<file path="src/rtl/psram_arb_pkg.sv">
// rtl/psram_arb_pkg.sv - shared types and constants for the PSRAM arbiter
package psram_arb_pkg;

    localparam int ADDR_W_DEF  = 22;
    localparam int DATA_W_DEF  = 16;
    localparam int GRANT_CNT_W = 16;

    typedef enum logic [2:0] {
        IDLE,
        CMD,
        GUARD,
        WAIT,
        DONE
    } state_e;

endpackage

</file>
<file path="src/rtl/psram_rr_pick.sv">
// rtl/psram_rr_pick.sv - combinational two-way round-robin picker
module psram_rr_pick (
    input  logic [1:0] req_i,
    input  logic       last_i,
    output logic       valid_o,
    output logic       winner_o
);

    always_comb begin
        valid_o  = |req_i;
        winner_o = 1'b0;
        if (req_i == 2'b11) begin
            winner_o = ~last_i;
        end else if (req_i[1]) begin
            winner_o = 1'b1;
        end
    end

endmodule

</file>
<file path="src/rtl/psram_arbiter.sv">
// rtl/psram_arbiter.sv - two-port round-robin arbiter in front of a PsramController
// Per-port grant counters are built only when PSRAM_ARB_STATS_EN is defined.
module psram_arbiter
    import psram_arb_pkg::*;
#(
    parameter int ADDR_W         = ADDR_W_DEF,
    parameter int DATA_W         = DATA_W_DEF,
    parameter int TIMEOUT_CYCLES = 64
) (
    input  logic                   clk,
    input  logic                   reset,
    input  logic                   req0,
    input  logic                   req1,
    input  logic                   we0,
    input  logic                   we1,
    input  logic                   be0,
    input  logic                   be1,
    input  logic [ADDR_W-1:0]      addr0,
    input  logic [ADDR_W-1:0]      addr1,
    input  logic [DATA_W-1:0]      wdata0,
    input  logic [DATA_W-1:0]      wdata1,
    output logic                   ack0,
    output logic                   ack1,
    output logic [DATA_W-1:0]      rdata0,
    output logic [DATA_W-1:0]      rdata1,
    output logic                   mem_read,
    output logic                   mem_write,
    output logic                   mem_byte_write,
    output logic [ADDR_W-1:0]      mem_addr,
    output logic [DATA_W-1:0]      mem_din,
    input  logic [DATA_W-1:0]      mem_dout,
    input  logic                   mem_busy,
    output logic                   owner,
    output logic                   timeout_err,
    output logic [GRANT_CNT_W-1:0] grant_cnt0,
    output logic [GRANT_CNT_W-1:0] grant_cnt1
);

    localparam int CNT_W = $clog2(TIMEOUT_CYCLES + 1);

    state_e            state_q, state_d;
    logic              owner_q, owner_d;
    logic              last_q, last_d;
    logic              we_q, we_d;
    logic [CNT_W-1:0]  cnt_q, cnt_d;
    logic              mem_read_q, mem_read_d;
    logic              mem_write_q, mem_write_d;
    logic              mem_be_q, mem_be_d;
    logic [ADDR_W-1:0] mem_addr_q, mem_addr_d;
    logic [DATA_W-1:0] mem_din_q, mem_din_d;
    logic [DATA_W-1:0] rdata0_q, rdata0_d;
    logic [DATA_W-1:0] rdata1_q, rdata1_d;
    logic              ack0_q, ack0_d;
    logic              ack1_q, ack1_d;
    logic              tout_q, tout_d;
    logic              pick_valid, pick_winner, sel_we;
    logic              finish;

    psram_rr_pick u_pick (
        .req_i    ({req1, req0}),
        .last_i   (last_q),
        .valid_o  (pick_valid),
        .winner_o (pick_winner)
    );

    assign sel_we = pick_winner ? we1 : we0;
    assign finish = (state_q == WAIT) && (state_d == DONE);

    always_comb begin
        state_d     = state_q;
        owner_d     = owner_q;
        last_d      = last_q;
        we_d        = we_q;
        cnt_d       = cnt_q;
        mem_read_d  = 1'b0;
        mem_write_d = 1'b0;
        mem_be_d    = mem_be_q;
        mem_addr_d  = mem_addr_q;
        mem_din_d   = mem_din_q;
        rdata0_d    = rdata0_q;
        rdata1_d    = rdata1_q;
        tout_d      = tout_q;
        ack0_d      = 1'b0;
        ack1_d      = 1'b0;
        unique case (state_q)
            IDLE: begin
                // busy high also covers controller power-up init
                if (pick_valid && !mem_busy) begin
                    owner_d     = pick_winner;
                    we_d        = sel_we;
                    mem_write_d = sel_we;
                    mem_read_d  = ~sel_we;
                    mem_be_d    = pick_winner ? be1 : be0;
                    mem_addr_d  = pick_winner ? addr1 : addr0;
                    mem_din_d   = pick_winner ? wdata1 : wdata0;
                    state_d     = CMD;
                end
            end
            CMD: begin
                cnt_d   = '0;
                state_d = GUARD;
            end
            GUARD: begin
                // the controller raises busy one cycle after the command
                cnt_d   = cnt_q + CNT_W'(1);
                state_d = WAIT;
            end
            WAIT: begin
                if (!mem_busy) begin
                    state_d = DONE;
                    if (!we_q) begin
                        if (owner_q) rdata1_d = mem_dout;
                        else         rdata0_d = mem_dout;
                    end
                end else if (cnt_q == CNT_W'(TIMEOUT_CYCLES - 1)) begin
                    tout_d  = 1'b1;
                    state_d = DONE;
                end else begin
                    cnt_d = cnt_q + CNT_W'(1);
                end
            end
            DONE: begin
                last_d  = owner_q;
                state_d = IDLE;
            end
            default: state_d = IDLE;
        endcase
        if (finish) begin
            ack0_d = ~owner_q;
            ack1_d = owner_q;
        end
    end

    always_ff @(posedge clk or posedge reset) begin
        if (reset) begin
            state_q     <= IDLE;
            owner_q     <= 1'b0;
            last_q      <= 1'b1;
            we_q        <= 1'b0;
            cnt_q       <= '0;
            mem_read_q  <= 1'b0;
            mem_write_q <= 1'b0;
            mem_be_q    <= 1'b0;
            mem_addr_q  <= '0;
            mem_din_q   <= '0;
            rdata0_q    <= '0;
            rdata1_q    <= '0;
            ack0_q      <= 1'b0;
            ack1_q      <= 1'b0;
            tout_q      <= 1'b0;
        end else begin
            state_q     <= state_d;
            owner_q     <= owner_d;
            last_q      <= last_d;
            we_q        <= we_d;
            cnt_q       <= cnt_d;
            mem_read_q  <= mem_read_d;
            mem_write_q <= mem_write_d;
            mem_be_q    <= mem_be_d;
            mem_addr_q  <= mem_addr_d;
            mem_din_q   <= mem_din_d;
            rdata0_q    <= rdata0_d;
            rdata1_q    <= rdata1_d;
            ack0_q      <= ack0_d;
            ack1_q      <= ack1_d;
            tout_q      <= tout_d;
        end
    end

`ifdef PSRAM_ARB_STATS_EN
    logic [GRANT_CNT_W-1:0] gcnt0_q, gcnt1_q;

    // counts land on the same edge as the ack so they are visible with it
    always_ff @(posedge clk or posedge reset) begin
        if (reset) begin
            gcnt0_q <= '0;
            gcnt1_q <= '0;
        end else if (finish) begin
            if (!owner_q && (gcnt0_q != '1)) gcnt0_q <= gcnt0_q + GRANT_CNT_W'(1);
            if (owner_q && (gcnt1_q != '1))  gcnt1_q <= gcnt1_q + GRANT_CNT_W'(1);
        end
    end

    assign grant_cnt0 = gcnt0_q;
    assign grant_cnt1 = gcnt1_q;
`else
    assign grant_cnt0 = '0;
    assign grant_cnt1 = '0;
`endif

    assign ack0           = ack0_q;
    assign ack1           = ack1_q;
    assign rdata0         = rdata0_q;
    assign rdata1         = rdata1_q;
    assign mem_read       = mem_read_q;
    assign mem_write      = mem_write_q;
    assign mem_byte_write = mem_be_q;
    assign mem_addr       = mem_addr_q;
    assign mem_din        = mem_din_q;
    assign owner          = owner_q;
    assign timeout_err    = tout_q;

endmodule

</file>
<file path="config.mk">
export PLATFORM = sky130hd
export DESIGN_NAME = psram_arbiter
export DESIGN_NICKNAME = d
export VERILOG_FILES = /design/src/rtl/psram_arb_pkg.sv /design/src/rtl/psram_rr_pick.sv /design/src/rtl/psram_arbiter.sv
export SDC_FILE = /design/constraint.sdc
export NUM_CORES = 1
export LEC_CHECK = 0
export ABC_AREA = 1
export CORE_UTILIZATION = 45
export CTS_BUF_LIST = sky130_fd_sc_hd__clkbuf_2 sky130_fd_sc_hd__clkbuf_4 sky130_fd_sc_hd__clkbuf_8
export DETAILED_ROUTE_END_ITERATION = 10
export GPL_TIMING_DRIVEN = 0
export PLACE_DENSITY = 0.88
export SYNTH_ARGS = -nofsm -noshare
export SYNTH_HDL_FRONTEND = slang
export SYNTH_SLANG_ARGS = --single-unit
</file>
<file path="constraint.sdc">
create_clock -name clk -period 8.9 [get_ports clk]
set_clock_uncertainty 0.15 [all_clocks]
set_input_delay 1.78 -clock clk [delete_from_list [all_inputs] [get_ports clk]]
set_output_delay 1.78 -clock clk [all_outputs]
set_load 0.05 [all_outputs]
</file>
==> results.ini <==
[clock_tree]
clk_pin_slew_ps = 100
worstSkewPairLatency_ps = 350
clock-sinks = 89
postCtsSetupBuffers = 0
postCtsHoldBufs = 0
cts_buffer_depth = 2
numCtsBuffers = 9
cts_root_buffer = clkbuf_8
cts_max_level = 3
cts_resized = 0
cts_tree = yes

[place]
hpwl_um = 8966
place_ws_ps = 5272
routabilityCongestion = 0.7818
place_inst = 812
port_buffers = 177
placed_cell_area_um2 = 6382

[synthesis]
synth-seq-cells = 89
synth_area_leaders = dfrtp_1 51%, nand2_1 9.2%, o21ai_2 7.1%
yosysTopAreaCellShare_pct = 51.18
ys_types = 27
synth_area_um2 = 4303
yosysTopAreaCell = dfrtp_1
avgSynthCellArea_um2 = 9.078
synth_cells = 474
ys_seq_area_share_pct = 51.79
yosysWarningCount = 0

[timing]
finalMaxSlewViolations = 0
rsz0062_at_grt = false
finalHoldViolCount = 0
period_share_pct = 40.24
period_minus_slack_ps = 3582
slew_headroom_pct = 63.21
worst_pin_slew_ps = 550.1
final-setup-viol-count = 0
max_clock_freq_ghz = 0.2792
timing.hold.ws_ps = 339.0
fin_ws_ps = 5318
fin_setup_tns_ps = 0

[die]
core_area_um2 = 9240
die_area_um2 = 9957
die_x_um = 99.79
start_util_pct = 46.57
dieHeight_um = 99.79
num_io_pins = 210
rows = 35

[routing]
routed_wl_um = 11680
drt-initial-drc-count = 123
num_vias = 3905
vias_per_cell = 4.716
dr.pass1.iters = 4
wl_per_cell_um = 14.10
drc = 0
drtAntennaViolNets = 0

[setup_path]
worstPathRequired_ps = 6970
crit_arrival_ps = 1650
path_cells = clkdlybuf4s50_1
critPathLaunchType = register
crit_fanout = 4
end_kind = output pin
crit_slowest_cell = clkdlybuf4s50_1
path_class = register to output pin
cp_num_buf_inv = 1
critical-path-top-delay-family = buffers and inverters
cpPeakStageDelay_ps = 840
path_depth = 1
worst-r2r-cell-count = 6

[grt]
grt_max_degree = 65
grtUsageTotal_pct = 23.76
grt_overflow = 0
antenna_found_initial = 0
grt_pass1_wl_um = 18460
grt_pass1_vias = 3976

[cells_and_area]
instances_no_fill = 828
nets = 796
multiInputGateArea_um2 = 1645
drive_above_1_share_pct = 16.88
final_cell_area_um2 = 6584
synthToLayoutAreaGrowth_pct = 53.01
final_cell_mix = 177 x clkdlybuf4s50_1, 105 x nand2_1, 88 x dfrtp_1
seq_area_um2 = 2228
antennaDiodeCount = 0
fill_cells = 696
layout_commonest_cell = clkdlybuf4s50_1

[worst_hold_path]
hold_depth = 2
min_path_type = register to register

[flow_run]
cap_violations = 0

[power_and_ir_drop]
leakagePower_nw = 3.076
powerDensity_nw_per_um2 = 349.8
peakVddDrop_mv = 0.1972

[run_status]
status = finished, final reports clean

[worst register-to-register path, cell delays in order, from the launching register on]
cell and delay, ps:
dfstp_2 550, nand2_1 50, nand2_1 190, inv_1 140, clkbuf_1 260, o21ai_0 260, o21ai_1 100
[state kept, by name (all words and copies together), names as in the netlist, 3 cells and up]
register / flops
mem_din: 16
state_q: 3
cnt_q: 7
mem_addr: 22
rdata0: 16
rdata1: 16
[metal layers]
metal | up-vias | track usage [%] | wire (um)
met5 | - | 0 | 0
met4 | 0 | 9.163 | 248
met3 | 22 | 4.944 | 701
met2 | 144 | 43.02 | 6027
met1 | 1843 | 27.55 | 4700
li1 | 1896 | - | -
[cell families (layout without fill, tap and decap cells)]
| family | Yosys count | count (layout) | synth area share [%] |
|---|---|---|---|
| compound gates | 122 | 122 | 17.39 |
| flops | 89 | 89 | 51.79 |
| buf+inv | 86 | 280 | 12.68 |
| fa+ha+maj | 1 | 1 | 0.2907 |
| other cells | 1 | 32 | 0.08715 |
| simple gates | 175 | 175 | 17.77 |
[per-stage QoR]
stage                     utilization [%]  power [mW]
after global placement              68.75       1.985
after floorplan                         -       1.563
after detailed placement            69.07       2.022
after CTS                           71.25       2.313
final                               71.25       2.303
after global routing                71.25       2.412
[synth_stat cells (all sizes together)]
| cell | number |
|---|---|
| a21oi | 1 |
| nand3 | 8 |
| or2 | 1 |
| nand4 | 2 |
| dfstp | 1 |
| nand2 | 111 |
| ha | 1 |
| dfrtp | 88 |
| buf | 48 |
| nand3b | 1 |
| conb | 1 |
| inv | 31 |
| o21ai | 118 |
| o21bai | 2 |
| clkbuf | 7 |
| nor2 | 52 |
| a31oi | 1 |
[worst paths after layout]
kind,slack [ps],start,endpoint
worst max register to register,7100,last_q,mem_addr[11]
max in group asynchronous,6330,reset,last_q
min in group asynchronous,1590,reset,mem_addr[10]
worst min register to register,340,rdata1[9],rdata1[9]
worst min-delay path,340,rdata1[9],rdata1[9]
worst max-delay path,5320,owner,owner
[power by group]
group          switching [mW]  leakage [nW]  total (mW)  internal, mW
Combinational           0.891          1.84        1.34         0.449
Clock                   0.154         0.106       0.287         0.133
Sequential              0.103          1.13       0.675         0.571
Total                    1.15          3.08        2.30          1.15
[area by class of cell]
cell class / count / share of cell area (%)
timing repair buffer: 178 / 27.33
multi-input combinational: 330 / 24.99
clock buffer: 9 / 1.881
tap: 129 / 2.452
clock inverter: 7 / 1.178
sequential: 89 / 33.85
buffer: 55 / 6.518
inverter: 31 / 1.805
No activity file was read; power rests on OpenSTA's default activity.
